===== src/rtl/stage_ex.sv =====
// -----------------------------------------------------------------------------
// stage_ex -- EX pipeline stage.
//
// Executes the ALU operation of the instruction issued by ID, detects signed
// overflow on ADDS/SUBS, and registers the result together with every control
// field into the EX/MEM pipeline register that feeds stage_MEM. Load/store
// addresses are produced here by the ALU (ADDU) and travel to MEM in ex_out.
//
// Ports
//   clk, reset        stage clock; asynchronous active-high reset
//   stall             hold the EX/MEM register (wins over flush)
//   flush, int_detect replace the next EX/MEM content with a bubble
//   fwd_data          unregistered ALU result for the forwarding network
//   id_*              instruction fields from ID
//   ex_*              registered EX/MEM fields towards stage_MEM
//
// A bubble is the same content as reset: everything zero, except the
// active-low GPR write enable, which is 1 (no write).
// -----------------------------------------------------------------------------
module stage_ex (
    input  logic        clk,
    input  logic        reset,
    input  logic        stall,
    input  logic        flush,
    input  logic        int_detect,
    output logic [31:0] fwd_data,
    input  logic [29:0] id_pc,
    input  logic        id_en,
    input  logic [3:0]  id_alu_op,
    input  logic [31:0] id_alu_in_0,
    input  logic [31:0] id_alu_in_1,
    input  logic        id_br_flag,
    input  logic [1:0]  id_mem_op,
    input  logic [31:0] id_mem_wr_data,
    input  logic [1:0]  id_ctrl_op,
    input  logic [5:0]  id_dst_addr,
    input  logic        id_gpr_we_,
    input  logic [2:0]  id_exp_code,
    output logic [29:0] ex_pc,
    output logic        ex_en,
    output logic        ex_br_flag,
    output logic [1:0]  ex_mem_op,
    output logic [31:0] ex_mem_wr_data,
    output logic [1:0]  ex_ctrl_op,
    output logic [5:0]  ex_dst_addr,
    output logic        ex_gpr_we_,
    output logic [2:0]  ex_exp_code,
    output logic [31:0] ex_out
);

    // ALU opcodes
    localparam logic [3:0] ALU_NOP  = 4'd0;
    localparam logic [3:0] ALU_AND  = 4'd1;
    localparam logic [3:0] ALU_OR   = 4'd2;
    localparam logic [3:0] ALU_XOR  = 4'd3;
    localparam logic [3:0] ALU_ADDS = 4'd4;
    localparam logic [3:0] ALU_ADDU = 4'd5;
    localparam logic [3:0] ALU_SUBS = 4'd6;
    localparam logic [3:0] ALU_SUBU = 4'd7;
    localparam logic [3:0] ALU_SHRL = 4'd8;
    localparam logic [3:0] ALU_SHLL = 4'd9;

    localparam logic [2:0] EXP_NONE     = 3'd0;
    localparam logic [2:0] EXP_OVERFLOW = 3'd3;

    // -------------------------------------------------------------------------
    // ALU
    // -------------------------------------------------------------------------
    logic [31:0] alu_out;
    logic        alu_ovf;
    logic [31:0] alu_a;
    logic [31:0] alu_b;

    assign alu_a = id_alu_in_0;
    assign alu_b = id_alu_in_1;

    always_comb begin
        alu_out = 32'd0;
        case (id_alu_op)
            ALU_NOP:  alu_out = 32'd0;
            ALU_AND:  alu_out = alu_a & alu_b;
            ALU_OR:   alu_out = alu_a | alu_b;
            ALU_XOR:  alu_out = alu_a ^ alu_b;
            ALU_ADDS: alu_out = alu_a + alu_b;
            ALU_ADDU: alu_out = alu_a + alu_b;
            ALU_SUBS: alu_out = alu_a - alu_b;
            ALU_SUBU: alu_out = alu_a - alu_b;
            ALU_SHRL: alu_out = alu_a >> alu_b[4:0];
            ALU_SHLL: alu_out = alu_a << alu_b[4:0];
            default:  alu_out = 32'd0;
        endcase
    end

    // Signed overflow: operand signs permit it and the result sign flipped
    // away from operand a. Unsigned variants never flag.
    always_comb begin
        alu_ovf = 1'b0;
        case (id_alu_op)
            ALU_ADDS: alu_ovf = (alu_a[31] == alu_b[31]) && (alu_out[31] != alu_a[31]);
            ALU_SUBS: alu_ovf = (alu_a[31] != alu_b[31]) && (alu_out[31] != alu_a[31]);
            default:  alu_ovf = 1'b0;
        endcase
    end

    assign fwd_data = alu_out;

    // -------------------------------------------------------------------------
    // EX/MEM pipeline register
    // -------------------------------------------------------------------------
    logic [29:0] pc_q,       pc_d;
    logic        en_q,       en_d;
    logic        br_flag_q,  br_flag_d;
    logic [1:0]  mem_op_q,   mem_op_d;
    logic [31:0] mem_wr_q,   mem_wr_d;
    logic [1:0]  ctrl_op_q,  ctrl_op_d;
    logic [5:0]  dst_addr_q, dst_addr_d;
    logic        gpr_we_q,   gpr_we_d;
    logic [2:0]  exp_code_q, exp_code_d;
    logic [31:0] out_q,      out_d;

    logic take_bubble;
    logic take_exception;

    assign take_bubble    = flush | int_detect;
    // An invalid ID slot never raises overflow; its fields pass through as-is.
    assign take_exception = alu_ovf & id_en;

    always_comb begin
        // default: hold (covers stall)
        pc_d       = pc_q;
        en_d       = en_q;
        br_flag_d  = br_flag_q;
        mem_op_d   = mem_op_q;
        mem_wr_d   = mem_wr_q;
        ctrl_op_d  = ctrl_op_q;
        dst_addr_d = dst_addr_q;
        gpr_we_d   = gpr_we_q;
        exp_code_d = exp_code_q;
        out_d      = out_q;

        if (!stall) begin
            if (take_bubble) begin
                pc_d       = 30'd0;
                en_d       = 1'b0;
                br_flag_d  = 1'b0;
                mem_op_d   = 2'd0;
                mem_wr_d   = 32'd0;
                ctrl_op_d  = 2'd0;
                dst_addr_d = 6'd0;
                gpr_we_d   = 1'b1;
                exp_code_d = EXP_NONE;
                out_d      = 32'd0;
            end else if (take_exception) begin
                // Keep PC/valid/branch so the exception can be attributed;
                // kill every side effect. Overflow overrides any ID code.
                pc_d       = id_pc;
                en_d       = id_en;
                br_flag_d  = id_br_flag;
                mem_op_d   = 2'd0;
                mem_wr_d   = 32'd0;
                ctrl_op_d  = 2'd0;
                dst_addr_d = 6'd0;
                gpr_we_d   = 1'b1;
                exp_code_d = EXP_OVERFLOW;
                out_d      = 32'd0;
            end else begin
                pc_d       = id_pc;
                en_d       = id_en;
                br_flag_d  = id_br_flag;
                mem_op_d   = id_mem_op;
                mem_wr_d   = id_mem_wr_data;
                ctrl_op_d  = id_ctrl_op;
                dst_addr_d = id_dst_addr;
                gpr_we_d   = id_gpr_we_;
                exp_code_d = id_exp_code;
                out_d      = alu_out;
            end
        end
    end

    always_ff @(posedge clk or posedge reset) begin
        if (reset) begin
            pc_q       <= 30'd0;
            en_q       <= 1'b0;
            br_flag_q  <= 1'b0;
            mem_op_q   <= 2'd0;
            mem_wr_q   <= 32'd0;
            ctrl_op_q  <= 2'd0;
            dst_addr_q <= 6'd0;
            gpr_we_q   <= 1'b1;
            exp_code_q <= EXP_NONE;
            out_q      <= 32'd0;
        end else begin
            pc_q       <= pc_d;
            en_q       <= en_d;
            br_flag_q  <= br_flag_d;
            mem_op_q   <= mem_op_d;
            mem_wr_q   <= mem_wr_d;
            ctrl_op_q  <= ctrl_op_d;
            dst_addr_q <= dst_addr_d;
            gpr_we_q   <= gpr_we_d;
            exp_code_q <= exp_code_d;
            out_q      <= out_d;
        end
    end

    assign ex_pc          = pc_q;
    assign ex_en          = en_q;
    assign ex_br_flag     = br_flag_q;
    assign ex_mem_op      = mem_op_q;
    assign ex_mem_wr_data = mem_wr_q;
    assign ex_ctrl_op     = ctrl_op_q;
    assign ex_dst_addr    = dst_addr_q;
    assign ex_gpr_we_     = gpr_we_q;
    assign ex_exp_code    = exp_code_q;
    assign ex_out         = out_q;

endmodule

===== config.mk =====
export PLATFORM = sky130hd
export DESIGN_NAME = stage_ex
export DESIGN_NICKNAME = d
export VERILOG_FILES = /design/src/rtl/stage_ex.sv
export SDC_FILE = /design/constraint.sdc
export NUM_CORES = 1
export LEC_CHECK = 0
export CORE_MARGIN = 5
export CORE_UTILIZATION = 51
export CTS_CLUSTER_DIAMETER = 80
export DETAILED_ROUTE_END_ITERATION = 16
export GPL_TIMING_DRIVEN = 0
export PLACE_DENSITY = 0.83
export SLEW_MARGIN = 20
export SYNTH_ARGS = -nofsm -noshare
export SYNTH_HDL_FRONTEND = slang
export SYNTH_SLANG_ARGS = --single-unit

===== constraint.sdc =====
create_clock -name clk -period 6.8 [get_ports clk]
set_clock_uncertainty 0.2 [all_clocks]
set_input_delay 0.68 -clock clk [delete_from_list [all_inputs] [get_ports clk]]
set_output_delay 0.68 -clock clk [all_outputs]
set_load 0.01 [all_outputs]

After elaboration in Yosys (flattened, before gate mapping) --
Index checks and enable logic that the tools add are counted.
Storage, ports and cells: flip-flop bits (word level) 110, output and inout bits 142, input port bits 151, word-level logic and storage cells 54
Cells by class: reductions and logical operators 4, bitwise logic cells 5, equal/unequal tests 12, multiplexer cells 19, shift operators 2, add/subtract/negate cells 2
Operators by type and width (count):
- case mux 32 bit (7 select lines) | 1
- two-way mux 32 bit | 4
- adder 32 bit | 1
- AND 32 bit | 1
- bitwise OR 32 bit | 1
- left shift 32 x 5 -> 32 bit | 1
- >> shifter 32 x 5 -> 32 bit | 1
- subtractor 32 bit | 1
- XOR 32 bit | 1
- two-way mux 30 bit | 1
- == test 4 x 3 -> 1 bit, second input constant | 4
- two-way mux 6 bit | 2
- == test 4 x 2 -> 1 bit, second input constant | 2
- == test 4 bit, second input constant | 2
- two-way mux 2 bit | 4
- two-way mux 3 bit | 2
- == test 4 x 1 -> 1 bit, second input constant | 1
- two-way mux 1 bit | 4
- OR reduction 2 bit | 2
- logical AND 1 bit | 2
- != test 1 bit | 2
- case mux 1 bit (2 select lines) | 1
- AND 1 bit | 1
- == test 1 bit | 1
- bitwise OR 1 bit | 1

Longest topological paths before layout --
Gate-level depths: netlist of the first run.
word-level depth 9, gate-level depth with buffers 25, mapped depth without buffers 18

Worst setup path before layout of the first run --
No wires, ideal clock.
path kind input port to output port, start input id_alu_in_1[0], end output fwd_data[29], required time 5.920 ns, path slack 0.817 ns, arrival time 5.103 ns, stages on the path 20, buffers on the path 4, path through buf_4 > inv_1 > clkbuf_1 > buf_1 > clkbuf_1 > ha_1 > and3_1 > nand2_1 > nor3_1 > a31oi_1 > xnor2_1 > ha_1 > and3_1 > nand2b_1 > a221o_1 > a21o_1 > a31o_2 > a31oi_1 > xor2_1 > o21ai_0
On the way: longest elaborated chain between the ends 2, elaborated cells on any way between the ends 5, those cells by class add/sub: 2; shift: 2; mux: 1
Ends and longest elaborated chain:
- start, declared | line 31 | input logic [31:0] id_alu_in_1,
- subtractor 32 bit, or another cell as far along | line 86, 87
- case mux 32 bit (7 select lines) (*) | line 79 | case (id_alu_op)
- end, declared | line 26 | output logic [31:0] fwd_data,
Mark *: on every way between the ends. The rest lies on a longest branch, timed or not.

Worst setup path after layout of the first run --
start input id_alu_in_1[1], end output fwd_data[17]
The elaborated chain is that of the path after synthesis.

==> results of run 1 <==
==> layer usage <==
layer / track usage / share of wire
met2: 0.708 / 0.43
met3: 0.136 / 0.13
met5: 0 / 0.00050
met1: 0.536 / 0.33
met4: 0.334 / 0.10
==> cells in the final DEF (no fill, tap or decap), types with 13 or more instances in the layout <==
master	instances
a211oi_1	14
inv_1	70
clkbuf_1	61
a22oi_1	14
nor3_1	18
xnor2_1	42
a21o_1	17
mux2_2	16
a22o_1	108
mux2i_1	56
clkdlybuf4s50_1	289
mux4_2	36
a221oi_1	16
o21ai_0	99
o22ai_1	13
a21oi_1	107
dfrtp_1	109
o211ai_1	15
ha_1	95
nand3_1	20
nor2_1	112
nand2_1	87
==> power breakdown <==
part | leakage, nW | switching, mW | internal (mW)
Combinational | 4.90 | 0.705 | 0.482
Clock | 0.151 | 0.295 | 0.266
Sequential | 1.49 | 0.0275 | 0.691
==> flip-flops by register name, indices dropped and copies added (netlist names) <==
signal	cells
ex_out	32
ex_br_flag	1
ex_gpr_we_	1
ex_pc	30
ex_mem_wr_data	32
ex_dst_addr	6
ex_ctrl_op	2
ex_en	1
ex_exp_code	3
ex_mem_op	2
==> kinds of logic (layout without fill, tap and decap cells) <==
kind of cell	Yosys count	after routing	synth area share
AO/OA/AOI/OAI	491	491	0.295
AND/OR/NAND/NOR	293	293	0.116
buffers and inverters	179	480	0.0638
flip-flops	110	110	0.241
multiplexers	109	109	0.136
adder cells (fa/ha/maj)	98	98	0.108
XOR/XNOR	52	52	0.0398
other	0	11	0
==> repair_timing <==
item                       CTS  global route
setup buffers                1             1
pin swaps                    0             2
setup endpoints to repair  106            19
resized for setup           26            27
hold endpoints to repair     0             0
==> cell type report <==
cell class	instances	area, um2
multi-input cells	1043	8060
fillers	1667	6750
repair buffers	294	2960
flip-flops and latches	110	2750
plain buffers	96	457
well taps	280	350
inverters	74	292
clock buffers	9	225
clock inverters	7	86.3
diodes	11	27.5
==> final timing paths <==
check | from | endpoint | slack [ps]
min reg2reg | ex_mem_wr_data[18]$_DFFE_PP0N_ | ex_mem_wr_data[18]$_DFFE_PP0N_ | 310
min | ex_mem_wr_data[18]$_DFFE_PP0N_ | ex_mem_wr_data[18]$_DFFE_PP0N_ | 310
max | id_alu_in_1[1] | fwd_data[17] | -210
max in group asynchronous | reset | ex_gpr_we_$_DFFE_PP1N_ | 5100
min in group asynchronous | reset | ex_mem_wr_data[1]$_DFFE_PP0N_ | 530
max reg2reg | ex_mem_wr_data[14]$_DFFE_PP0N_ | ex_mem_wr_data[14]$_DFFE_PP0N_ | 5710
==> through the flow <==
step,instances,util,hold WS (ps),power [mW]
final,1924,0.693,313,2.47
after global routing,1924,0.693,324,2.54
after CTS,1914,0.688,316,2.38
after detailed placement,1904,0.671,297,1.83
after global placement,1903,0.670,267,1.80
after floorplan,1332,-,314,1.31
==> impl_metrics.tcl, run 1 <==
set metrics [dict create \
    setup_tns_ps -213 \
    vias 13900 \
    area_growth_pct 32.9 \
    async_flop_share 1.00 \
    crit_slowest_cell "clkdlybuf4s50_1" \
    synth_edf_count 0 \
    syn_nets 1581 \
    antenna_found_initial 13 \
    slowest_delay_ps 730 \
    path_buf_inv 6 \
    drt-pass1-iter-count 8 \
    min_path_type "reg2reg" \
    powerDensity_nw_per_um2 162 \
    grt_pass1_vias 13600 \
    dpl.hpwl_um 47800 \
    synth_top_area_share 0.238 \
    critPathMaxFanout 10 \
    grt_max_degree 67 \
    synth_common_cells "113 x nor2_1, 111 x a21oi_1, 109 x dfrtp_1" \
    critPathArrivalTime_ps 6130 \
    post_dp_cell_area_um2 14700 \
    status "finished, violations left" \
    cts_tree "yes" \
    die_h_um 160 \
    syn_avg_cell_area_um2 8.59 \
    path_depth 19 \
    core_area_um2 22000 \
    yosys_warnings 0 \
    synthCells 1332 \
    row_count 54 \
    netlist_area_um2 11400 \
    htree_levels 3 \
    clkLatencyLatePin_ps 370 \
    hold_depth 1 \
    start_kind "input port" \
    path_clk_slew_ps 80 \
    grt_pass1_wl_um 88900 \
    first_iter_violations 2060 \
    io_pins 293 \
    antenna_left 0 \
    final_layout_size_suffix_gt1_frac 0.0796 \
    setup_ws_ps -213 \
    fp.dieArea_um2 25500 \
    report.final.slew_viol_count 0 \
    synth_ff_type "dfrtp_1" \
    port_buffers 291 \
    violations "setup timing" \
    setup_violations 1 \
    hold_buffers 0 \
    dieWidth_um 160 \
    reg2regPathDepth 1 \
    wl_per_cell_um 32.2 \
    initial_utilization 0.521 \
    cts_buffers 9 \
    period_share 1.03 \
    ys_ff_latch 110 \
    slew_headroom 0.184 \
    gp_congestion 1.22 \
    synth_most_common_cell "nor2_1" \
    path_cells "dlygate4sd2_1 -> buf_4 -> buf_4 -> clkinv_4 -> ha_1 -> and3_1 -> nand2_1 -> o21ai_0 -> xnor2_1 -> ha_1 -> clkbuf_1 -> nand2_1 -> o211ai_1 -> nor3_1 -> a21oi_2 -> a31oi_1 -> xor2_1 -> o21ai_0 -> clkdlybuf4s50_1" \
    grt_usage 0.456 \
    via_per_inst 7.25 \
    path_delay_family "buffers and inverters" \
    cts.sinks 110 \
    nNetsFinal 1877 \
    max_freq_mhz 143 \
    tightest_slew_ps 1210 \
    wl_um 62000 \
    leakage_nw 6.54 \
    maxCapViolCount 0 \
    grt_remaining_overflow 0 \
    cp.required_ps 5920 \
    end_kind "output port" \
    irDropWorstVdd_uv 124 \
    cts_max_path_buffers 2 \
    cts_root_buffer "clkbuf_16" \
    post-route-cell-area_um2 15200 \
    yosysTopAreaCell "dfrtp_1" \
    crit_type "in2out" \
    synthTopCellsByArea "dfrtp_1 24%, ha_1 11%, a22o_1 8.3%" \
    drc_errors 0 \
    min_period_ps 7010 \
    pre_cts_ws_ps -1930 \
    ys_seq_area_frac 0.241 \
    yosys.cell_types.count 69 \
    hold_viol_final 0 \
]
Power figures use the tool's default switching activity.
==> run 2, diff against run 1 <==
--- a/config.mk
+++ b/config.mk
@@ -11,6 +11,7 @@
 export DETAILED_ROUTE_END_ITERATION = 16
 export GPL_TIMING_DRIVEN = 0
 export PLACE_DENSITY = 0.83
+export RECOVER_POWER = 25
 export SLEW_MARGIN = 20
 export SYNTH_ARGS = -nofsm -noshare
 export SYNTH_HDL_FRONTEND = slang
==> run 2 against run 1 <==
Net effect: worst setup slack better by 280 ps; the run ends with capacitance limit, slew limit left; clock power up 0.7%; die area unchanged; highest routed layer unchanged; largest cell class unchanged.
==> impl_metrics.tcl, run 2 (synthesis results as in run 1) <==
set metrics [dict create \
    dpl.hpwl_um 47800 \
    maxCapViolCount 2 \
    dieWidth_um 160 \
    port_buffers 291 \
    via_per_inst 7.28 \
    die_h_um 160 \
    post-route-cell-area_um2 15200 \
    dp_cells 1904 \
    setup_violations 0 \
    pre_cts_ws_ps -1930 \
    fin_cells 1925 \
    crit_type "in2out" \
    final_layout_size_suffix_gt1_frac 0.0790 \
    mostFrequentLayoutCells "288 x clkdlybuf4s50_1, 112 x nor2_1, 109 x dfrtp_1" \
    clkLatencyLatePin_ps 370 \
    vias 14000 \
    critPathArrivalTime_ps 5860 \
    wl_per_cell_um 32.4 \
    critPathMaxFanout 10 \
    use_met3 0.136 \
    htree_levels 3 \
    core_area_um2 22000 \
    irDropWorstVdd_uv 119 \
    leakage_nw 6.52 \
    utilization 0.692 \
    cts_tree "yes" \
    hold_viol_final 0 \
    post_dp_cell_area_um2 14700 \
    slew_headroom -1.42 \
    min_path_type "reg2reg" \
    tightest_slew_ps 3620 \
    nNetsFinal 1877 \
    start_kind "input port" \
    report.final.slew_viol_count 113 \
    drt-pass1-iter-count 9 \
    antenna_found_initial 13 \
    fp.dieArea_um2 25500 \
    grt_pass1_vias 13600 \
    period_share 0.991 \
    drc_errors 0 \
    area_growth_pct 32.6 \
    final_common_cell "clkdlybuf4s50_1" \
    min_period_ps 6740 \
    cts.sinks 110 \
    setup_tns_ps 0 \
    cp.required_ps 5920 \
    p_total_mw 2.47 \
    status "finished, violations left" \
    powerDensity_nw_per_um2 163 \
    end_kind "output port" \
    violations "capacitance limit, slew limit" \
    cts_root_buffer "clkbuf_16" \
    gr-usage-met2 0.708 \
    fillCellCount 1674 \
    first_iter_violations 2114 \
    setup_ws_ps 63.7 \
    path_clk_slew_ps 80 \
    hold_ws_ps 314 \
    grt_remaining_overflow 0 \
    max_freq_mhz 148 \
    gp_congestion 1.22 \
    grt_pass1_wl_um 88900 \
    initial_utilization 0.521 \
    cts_buffers 9 \
    row_count 54 \
    top_usage_layer "met2" \
    io_pins 293 \
    wl_um 62400 \
    antenna_left 0 \
    grt_usage 0.456 \
    grt_max_degree 67 \
    cts_max_path_buffers 2 \
    hold_buffers 0 \
    use_met1 0.536 \
]
==> run 2: cell count changes in the layout (fill, tap and decap cells not counted) <==
cell,before,now
buf_16,1,0
clkbuf_1,61,62
clkdlybuf4s50_1,289,288
clkinvlp_2,0,1
diode_2,11,12
dlygate4sd3_1,0,1
inv_6,4,3
==> run 2: routing by layer <==
layer	up-vias	wire length, um
met3	422	8370
met5	-	22
li1	5615	-
met2	1396	26900
met4	4	6160
met1	6573	20900
==> run 2: repair_timing <==
item / in CTS / in global routing
resized for setup: 26 / 27
pin swaps: 0 / 2
endpoints found under the setup margin: 106 / 19
buffers inserted: 1 / 1
==> run 2: final timing paths <==
kind	startpoint	endpoint	slack (ps)	depth (start not counted)
setup / recovery	id_alu_in_1[2]	fwd_data[21]	60	15
hold / removal	ex_mem_wr_data[18]$_DFFE_PP0N_	ex_mem_wr_data[18]$_DFFE_PP0N_	310	1
setup reg to reg	ex_mem_wr_data[14]$_DFFE_PP0N_	ex_mem_wr_data[14]$_DFFE_PP0N_	5700	1
hold reg to reg	ex_mem_wr_data[18]$_DFFE_PP0N_	ex_mem_wr_data[18]$_DFFE_PP0N_	310	1
max in group asynchronous	reset	ex_out[4]$_DFFE_PP0N_	1100	3
min in group asynchronous	reset	ex_mem_wr_data[1]$_DFFE_PP0N_	1120	2
==> run 2: critical path: stages <==
cell and delay (ps):
clkdlybuf4s50_1 640, inv_1 330, buf_2 380, buf_2 410, a21o_1 190, xnor2_1 100, ha_1 390, nand2_1 120
a211oi_2 310, o21bai_1 160, a21boi_0 350, o2111a_1 250, o21ai_0 220, o31ai_2 630, clkdlybuf4s50_1 680
==> run 2: cell type report <==
class                      count  area (um2)  area share
clock buffer                   9         225      0.0148
buffer                        96         457      0.0301
inverter                      74         288      0.0190
clock inverter                 7        86.3     0.00569
sequential                   110        2750       0.181
tap                          280         350      0.0231
timing repair buffer         294        2930       0.193
multi-input combinational   1043        8060       0.531
antenna                       12        30.0     0.00198
==> run 2: power breakdown <==
group / internal (mW) / switching (mW) / total, mW
clock network: 0.266 / 0.300 / 0.565
logic: 0.481 / 0.705 / 1.19
registers: 0.691 / 0.0286 / 0.719
total: 1.44 / 1.03 / 2.47
